$ cat config.mk
export PLATFORM = sky130hd
export DESIGN_NAME = game_flow_controller_flat
export DESIGN_NICKNAME = d
export VERILOG_FILES = /design/src/rtl/game_flow_controller_if.sv /design/src/rtl/game_flow_controller.sv /design/src/flat_wrapper.sv
export SDC_FILE = /design/constraint.sdc
export NUM_CORES = 1
export LEC_CHECK = 0
export CAP_MARGIN = 20
export CELL_PAD_IN_SITES_DETAIL_PLACEMENT = 0
export CELL_PAD_IN_SITES_GLOBAL_PLACEMENT = 1
export CORE_AREA = 2 2 102 104
export DETAILED_ROUTE_END_ITERATION = 10
export DIE_AREA = 0 0 104 106
export PLACE_DENSITY = 0.78
export SYNTH_ARGS = -nofsm -noshare
export SYNTH_HDL_FRONTEND = slang
export SYNTH_SLANG_ARGS = --single-unit
$ cat constraint.sdc
create_clock -name clk -period 7.9 [get_ports clk]
set_input_delay 1.975 -clock clk [delete_from_list [all_inputs] [get_ports clk]]
set_output_delay 1.975 -clock clk [all_outputs]
set_load 0.03 [all_outputs]
$ cat src/rtl/game_flow_controller_if.sv
// Handshake/bus bundle between the beam/control side and game_flow_controller.
// master drives the frame/button/doodle inputs; slave is the sequencer.
interface game_flow_controller_if #(
  parameter int SCORE_W = 16
);
  logic               switch_frame;
  logic               button_left;
  logic               button_right;
  logic [9:0]         doodle_y;
  logic               doodle_falling;
  logic [1:0]         state;
  logic               frame_tick;
  logic               doodle_enable;
  logic               world_rst;
  logic [4:0]         scroll_step;
  logic [15:0]        scroll_total;
  logic [SCORE_W-1:0] score;
  logic [SCORE_W-1:0] best_score;

  modport master (
    output switch_frame, button_left, button_right,
    output doodle_y, doodle_falling,
    input  state, frame_tick, doodle_enable, world_rst,
    input  scroll_step, scroll_total, score, best_score
  );

  modport slave (
    input  switch_frame, button_left, button_right,
    input  doodle_y, doodle_falling,
    output state, frame_tick, doodle_enable, world_rst,
    output scroll_step, scroll_total, score, best_score
  );
endinterface

$ cat src/rtl/game_flow_controller.sv
// Per-frame game sequencer: frame edge detect, IDLE/RESTART/PLAY/OVER FSM,
// scroll step, scroll offset, saturating score and best score.
module game_flow_controller #(
  parameter int SCROLL_LINE    = 300,
  parameter int DEATH_LINE     = 710,
  parameter int MAX_STEP       = 16,
  parameter int RESTART_CYCLES = 4,
  parameter int SCORE_W        = 16
) (
  input logic             clk,
  input logic             rst,
  game_flow_controller_if.slave gf_io
);
  localparam int CW = $clog2(RESTART_CYCLES + 1);
  localparam logic [9:0] SCROLL_Y = 10'(SCROLL_LINE);
  localparam logic [9:0] DEATH_Y  = 10'(DEATH_LINE);
  localparam logic [9:0] MAX_Y    = 10'(MAX_STEP);

  typedef enum logic [1:0] {
    S_IDLE    = 2'd0,
    S_RESTART = 2'd1,
    S_PLAY    = 2'd2,
    S_OVER    = 2'd3
  } state_e;

  state_e             state_q, state_d;
  logic               sf_q;
  logic               btn_q;
  logic [CW-1:0]      cnt_q, cnt_d;
  logic               tick_q;
  logic               en_q;
  logic               wrst_q;
  logic [4:0]         step_q, step_d;
  logic [15:0]        tot_q, tot_d;
  logic [SCORE_W-1:0] score_q, score_d;
  logic [SCORE_W-1:0] best_q, best_d;

  logic               btn;
  logic               press;
  logic               frame_e;
  logic [9:0]         gap;
  logic [4:0]         step_amt;
  logic [SCORE_W:0]   score_sum;

  assign btn     = gf_io.button_left | gf_io.button_right;
  assign press   = btn & ~btn_q;
  assign frame_e = sf_q & ~gf_io.switch_frame;
  assign gap     = SCROLL_Y - gf_io.doodle_y;
  assign step_amt = (gap > MAX_Y) ? MAX_Y[4:0] : gap[4:0];
  assign score_sum = {1'b0, score_q}
                   + {{(SCORE_W-4){1'b0}}, step_amt};

  // Next state, restart counter, scroll and score bookkeeping
  always_comb begin
    state_d = state_q;
    cnt_d   = cnt_q;
    step_d  = 5'd0;
    tot_d   = tot_q;
    score_d = score_q;
    best_d  = best_q;
    unique case (state_q)
      S_IDLE: begin
        if (press) state_d = S_RESTART;
      end
      S_RESTART: begin
        if (cnt_q == CW'(1)) state_d = S_PLAY;
        else cnt_d = cnt_q - CW'(1);
      end
      S_PLAY: begin
        if (frame_e) begin
          if (gf_io.doodle_y >= DEATH_Y) begin
            state_d = S_OVER;
          end else if (!gf_io.doodle_falling &&
                       gf_io.doodle_y < SCROLL_Y) begin
            step_d  = step_amt;
            tot_d   = tot_q + {11'd0, step_amt};
            score_d = score_sum[SCORE_W] ? '1
                    : score_sum[SCORE_W-1:0];
          end
        end
      end
      S_OVER: begin
        if (press) state_d = S_RESTART;
      end
      default: state_d = S_IDLE;
    endcase
    if (state_d == S_RESTART && state_q != S_RESTART) begin
      cnt_d   = CW'(RESTART_CYCLES);
      tot_d   = 16'd0;
      score_d = '0;
    end
    if (state_d == S_OVER && state_q != S_OVER &&
        score_q > best_q) begin
      best_d = score_q;
    end
  end

  // State and registered outputs; reset clears everything incl. best
  always_ff @(posedge clk) begin
    if (rst) begin
      state_q <= S_IDLE;
      sf_q    <= 1'b1;
      btn_q   <= 1'b1;
      cnt_q   <= '0;
      tick_q  <= 1'b0;
      en_q    <= 1'b0;
      wrst_q  <= 1'b0;
      step_q  <= 5'd0;
      tot_q   <= 16'd0;
      score_q <= '0;
      best_q  <= '0;
    end else begin
      state_q <= state_d;
      sf_q    <= gf_io.switch_frame;
      btn_q   <= btn;
      cnt_q   <= cnt_d;
      tick_q  <= frame_e;
      en_q    <= (state_d == S_PLAY);
      wrst_q  <= (state_d == S_RESTART);
      step_q  <= step_d;
      tot_q   <= tot_d;
      score_q <= score_d;
      best_q  <= best_d;
    end
  end

  assign gf_io.state         = state_q;
  assign gf_io.frame_tick    = tick_q;
  assign gf_io.doodle_enable = en_q;
  assign gf_io.world_rst     = wrst_q;
  assign gf_io.scroll_step   = step_q;
  assign gf_io.scroll_total  = tot_q;
  assign gf_io.score         = score_q;
  assign gf_io.best_score    = best_q;
endmodule

$ cat src/flat_wrapper.sv
// flat-port wrapper written by rule: the top's interface ports become plain ports
module game_flow_controller_flat 
#(
  parameter int SCROLL_LINE    = 300,
  parameter int DEATH_LINE     = 710,
  parameter int MAX_STEP       = 16,
  parameter int RESTART_CYCLES = 4,
  parameter int SCORE_W        = 16
)
  (clk, rst, gf_io_switch_frame, gf_io_button_left, gf_io_button_right, gf_io_doodle_y, gf_io_doodle_falling, gf_io_state, gf_io_frame_tick, gf_io_doodle_enable, gf_io_world_rst, gf_io_scroll_step, gf_io_scroll_total, gf_io_score, gf_io_best_score);
  game_flow_controller_if #(.SCORE_W(SCORE_W)) gf_io_i ();
  input logic clk;
  input logic rst;
  input wire logic [$bits(gf_io_i.switch_frame)-1:0] gf_io_switch_frame;
  input wire logic [$bits(gf_io_i.button_left)-1:0] gf_io_button_left;
  input wire logic [$bits(gf_io_i.button_right)-1:0] gf_io_button_right;
  input wire logic [$bits(gf_io_i.doodle_y)-1:0] gf_io_doodle_y;
  input wire logic [$bits(gf_io_i.doodle_falling)-1:0] gf_io_doodle_falling;
  output wire logic [$bits(gf_io_i.state)-1:0] gf_io_state;
  output wire logic [$bits(gf_io_i.frame_tick)-1:0] gf_io_frame_tick;
  output wire logic [$bits(gf_io_i.doodle_enable)-1:0] gf_io_doodle_enable;
  output wire logic [$bits(gf_io_i.world_rst)-1:0] gf_io_world_rst;
  output wire logic [$bits(gf_io_i.scroll_step)-1:0] gf_io_scroll_step;
  output wire logic [$bits(gf_io_i.scroll_total)-1:0] gf_io_scroll_total;
  output wire logic [$bits(gf_io_i.score)-1:0] gf_io_score;
  output wire logic [$bits(gf_io_i.best_score)-1:0] gf_io_best_score;
  assign gf_io_i.switch_frame = gf_io_switch_frame;
  assign gf_io_i.button_left = gf_io_button_left;
  assign gf_io_i.button_right = gf_io_button_right;
  assign gf_io_i.doodle_y = gf_io_doodle_y;
  assign gf_io_i.doodle_falling = gf_io_doodle_falling;
  assign gf_io_state = gf_io_i.state;
  assign gf_io_frame_tick = gf_io_i.frame_tick;
  assign gf_io_doodle_enable = gf_io_i.doodle_enable;
  assign gf_io_world_rst = gf_io_i.world_rst;
  assign gf_io_scroll_step = gf_io_i.scroll_step;
  assign gf_io_scroll_total = gf_io_i.scroll_total;
  assign gf_io_score = gf_io_i.score;
  assign gf_io_best_score = gf_io_i.best_score;
  game_flow_controller #(.SCROLL_LINE(SCROLL_LINE), .DEATH_LINE(DEATH_LINE), .MAX_STEP(MAX_STEP), .RESTART_CYCLES(RESTART_CYCLES), .SCORE_W(SCORE_W)) u_core (.clk(clk), .rst(rst), .gf_io(gf_io_i));
endmodule
==> metrics.cfg <==
[logic_synthesis]
synth-seq-cells=63
synth_top_family_by_area=simple AND/OR/NAND/NOR gates
synth_fa_ha_area_share_pct=11.9
synth-xor-area-share_pct=4.71
netlist_instances=452
yosys_warnings=0
synth_cell_types=57
syn_area_per_cell_um2=8.64
synth-compound-area-share_pct=16.3
yosys-top-cells-area=dfxtp_1, ha_1, mux2i_1, nor2_1, or2b_2
synth_edf_count=0
synth_ff_type=dfxtp_1
seq_area_frac_synth_pct=32.3
synth_top_area_share_pct=32.3
synth_mux_area_share_pct=4.87
async_flop_share_pct=0
synthesis.area_mm2=0.00390
synth_top_area_cell=dfxtp_1
synth-simple-area-share_pct=24.7
synth_nets=504

[power_and_ir_drop]
ir_drop_mv=0.0669
clkPwrFrac_pct=34.0
power_frac_comb_pct=19.0
power.internal_uw=504
p_total_uw=722
p_leak_uw=0.00177
power_density_mw_per_mm2=147
p_sw_uw=218
pwr-share-seq_pct=47.0
switching_share_pct=30.2

[timing]
clock_skew_ns=0.00887
worstMarginPinSlew_ns=0.964
final.period_utilization_pct=75.5
slew_viol_final=0
max_slew_margin_pct=35.5
fin_crit_ns=5.97
fmax_mhz=168
grt_setup_unrepaired=no
tns_ns=0
finalSetupViolations=0
setup_ws_ns=1.93
final-hold-violation-count=0

[worst_setup_path]
required_ns=8.18
cp_max_fo=9
timing_worst_setup_path_type=input port to flip-flop
crit_path_start=gf_io_doodle_y[0]
worst-endpoint-arrival_ns=6.24
worstSetupStartpointType=input port
cp-end-kind=flip-flop
r2r-start=u_core.gf_io.state[0]$_SDFF_PP0_

[cts]
cts_root_buf=clkbuf_8
cts_tree=yes
cts_resized=0
clk_latency_ns=0.34
postCtsHoldBufs=0
post_cts_buffers=0
cts_buffer_depth=2
cts.sinks=63
htree_levels=3
path_clk_slew_ns=0.07
cts_made_buffers=9

[floorplanning]
die_h_um=106
boundaryPins=74
dieArea_mm2=0.0110
start_util_pct=39.1
core_area_mm2=0.0100
die_x_um=104
rows=37

[detailed_routing]
viasPerCell=5.10
routed_wl_um=8990
antenna_left=0
drc_errors=0
wl_per_cell_um=13.6
drtIter0Drc=103
num_vias=3376
dr.pass1.iters=4

[global_routing]
grt_pass1_wl_um=15100
track_usage_pct=16.8
grt_pass1_vias=3190
grt_max_degree=45
grt_overflow=0
antenna_found_initial=0

[worst_hold_path]
min-delay-start=u_core.sf_q$_SDFF_PP1_
hold_class=flip-flop to flip-flop

[final_layout]
fillers=993
multi_input_comb_area_mm2=0.00244
final_cell_mix=clkdlybuf4s50_1, dfxtp_1, nor2_1
n_antenna_cell=0
area_growth_pct=25.7
final_layout_size_suffix_gt1_share_pct=8.94
fin_nets=574
final_common_cell=clkdlybuf4s50_1
regArea_mm2=0.00126

[placement]
place_hpwl_um=6700
place_ws_ns=1.65
place_congestion=0.880
portBuffers=73

[job]
maxCapViolCount=0

[run_status]
run_status=complete, no violations

## sequential cells by signal (all words and copies together), names as in the netlist
register,cells
u_core.gf_io.world_rst,1
u_core.gf_io.scroll_step,5
u_core.cnt_q,3
u_core.gf_io.score,16
u_core.gf_io.frame_tick,1
u_core.btn_q,1
u_core.gf_io.doodle_enable,1
u_core.gf_io.state,2
u_core.sf_q,1
u_core.gf_io.best_score,16
u_core.gf_io.scroll_total,16
## metal layers
layer	track usage (%)	part of all wire, %	vias to the layer above
li1	-	-	1717
met1	21.1	48	1586
met2	28.6	47	63
met3	4.35	4.5	10
met4	4.34	0.89	0
met5	0	0	-
## power groups by stage
stage          clock network, uW  registers, uW  logic, uW
5_1_grt                      270            341        153
4_1_cts                      254            340        138
2_1_floorplan                  0            359       82.7
6_report                     245            340        137
3_3_place_gp                   0            347        136
3_5_place_dp                   0            347        138
## logic make-up after synthesis
| kind of cell | Yosys count |
|---|---|
| flip-flops | 63 |
| XOR/XNOR | 21 |
| multiplexers | 19 |
| adder cells (fa/ha/maj) | 36 |
| AND/OR/NAND/NOR | 170 |
| buffers and inverters | 49 |
| AO/OA/AOI/OAI | 94 |
## through the flow
stage / hold slack [ns] / util [%] / cell area, um2 / cells
after detailed placement: 0.473 / 47.5 / 4750 / 647
after global routing: 0.497 / 49.1 / 4910 / 662
after CTS: 0.482 / 49.1 / 4910 / 662
after global placement: 0.464 / 47.5 / 4750 / 647
after floorplan: 0.449 / - / 3910 / 452
final: 0.477 / 49.1 / 4910 / 662
## final timing paths
| check | endpoint | slack (ns) | cells after the start |
|---|---|---|---|
| worst max register to register | u_core.gf_io.score[11]$_SDFFE_PP0P_ | 5.35 | 9 |
| worst max-delay path | u_core.gf_io.scroll_total[10]$_SDFFE_PP0P_ | 1.93 | 18 |
| worst min-delay path | u_core.gf_io.frame_tick$_SDFF_PP0_ | 0.48 | 1 |
| worst min register to register | u_core.gf_io.frame_tick$_SDFF_PP0_ | 0.48 | 1 |
## worst max-delay path: stages
cell	delay [ns]
clkdlybuf4s50_1	0.50
inv_1	0.20
ha_1	0.31
nor3b_1	0.27
o21ai_0	0.19
nor3b_1	0.23
a211oi_1	0.07
nand4bb_1	0.42
nor2_1	0.28
ha_1	0.23
inv_1	0.06
fa_1	0.40
nor2b_1	0.17
nor3_1	0.08
o21bai_1	0.27
nand2_1	0.14
or3_1	0.32
a21oi_1	0.14
## final cells by class
cell class                      count  area share (%)
Tap cell                          136            3.47
Inverter                           32            2.45
Clock inverter                      4           0.459
Sequential cell                    63            25.7
Multi-Input combinational cell    340            49.7
Clock buffer                       11            2.88
Timing Repair Buffer               76            15.3
## cell usage after synthesis (9+ instances only)
library cell / n
nand2_1: 24
xnor2_1: 12
ha_1: 34
a21oi_1: 27
inv_1: 32
nor2_1: 49
dfxtp_1: 63
nand2b_1: 13
buf_2: 9
mux2i_1: 19
o21ai_0: 21
xor2_1: 9
or2b_2: 17
nand3_1: 10
No activity file was read; power rests on OpenSTA's default activity.
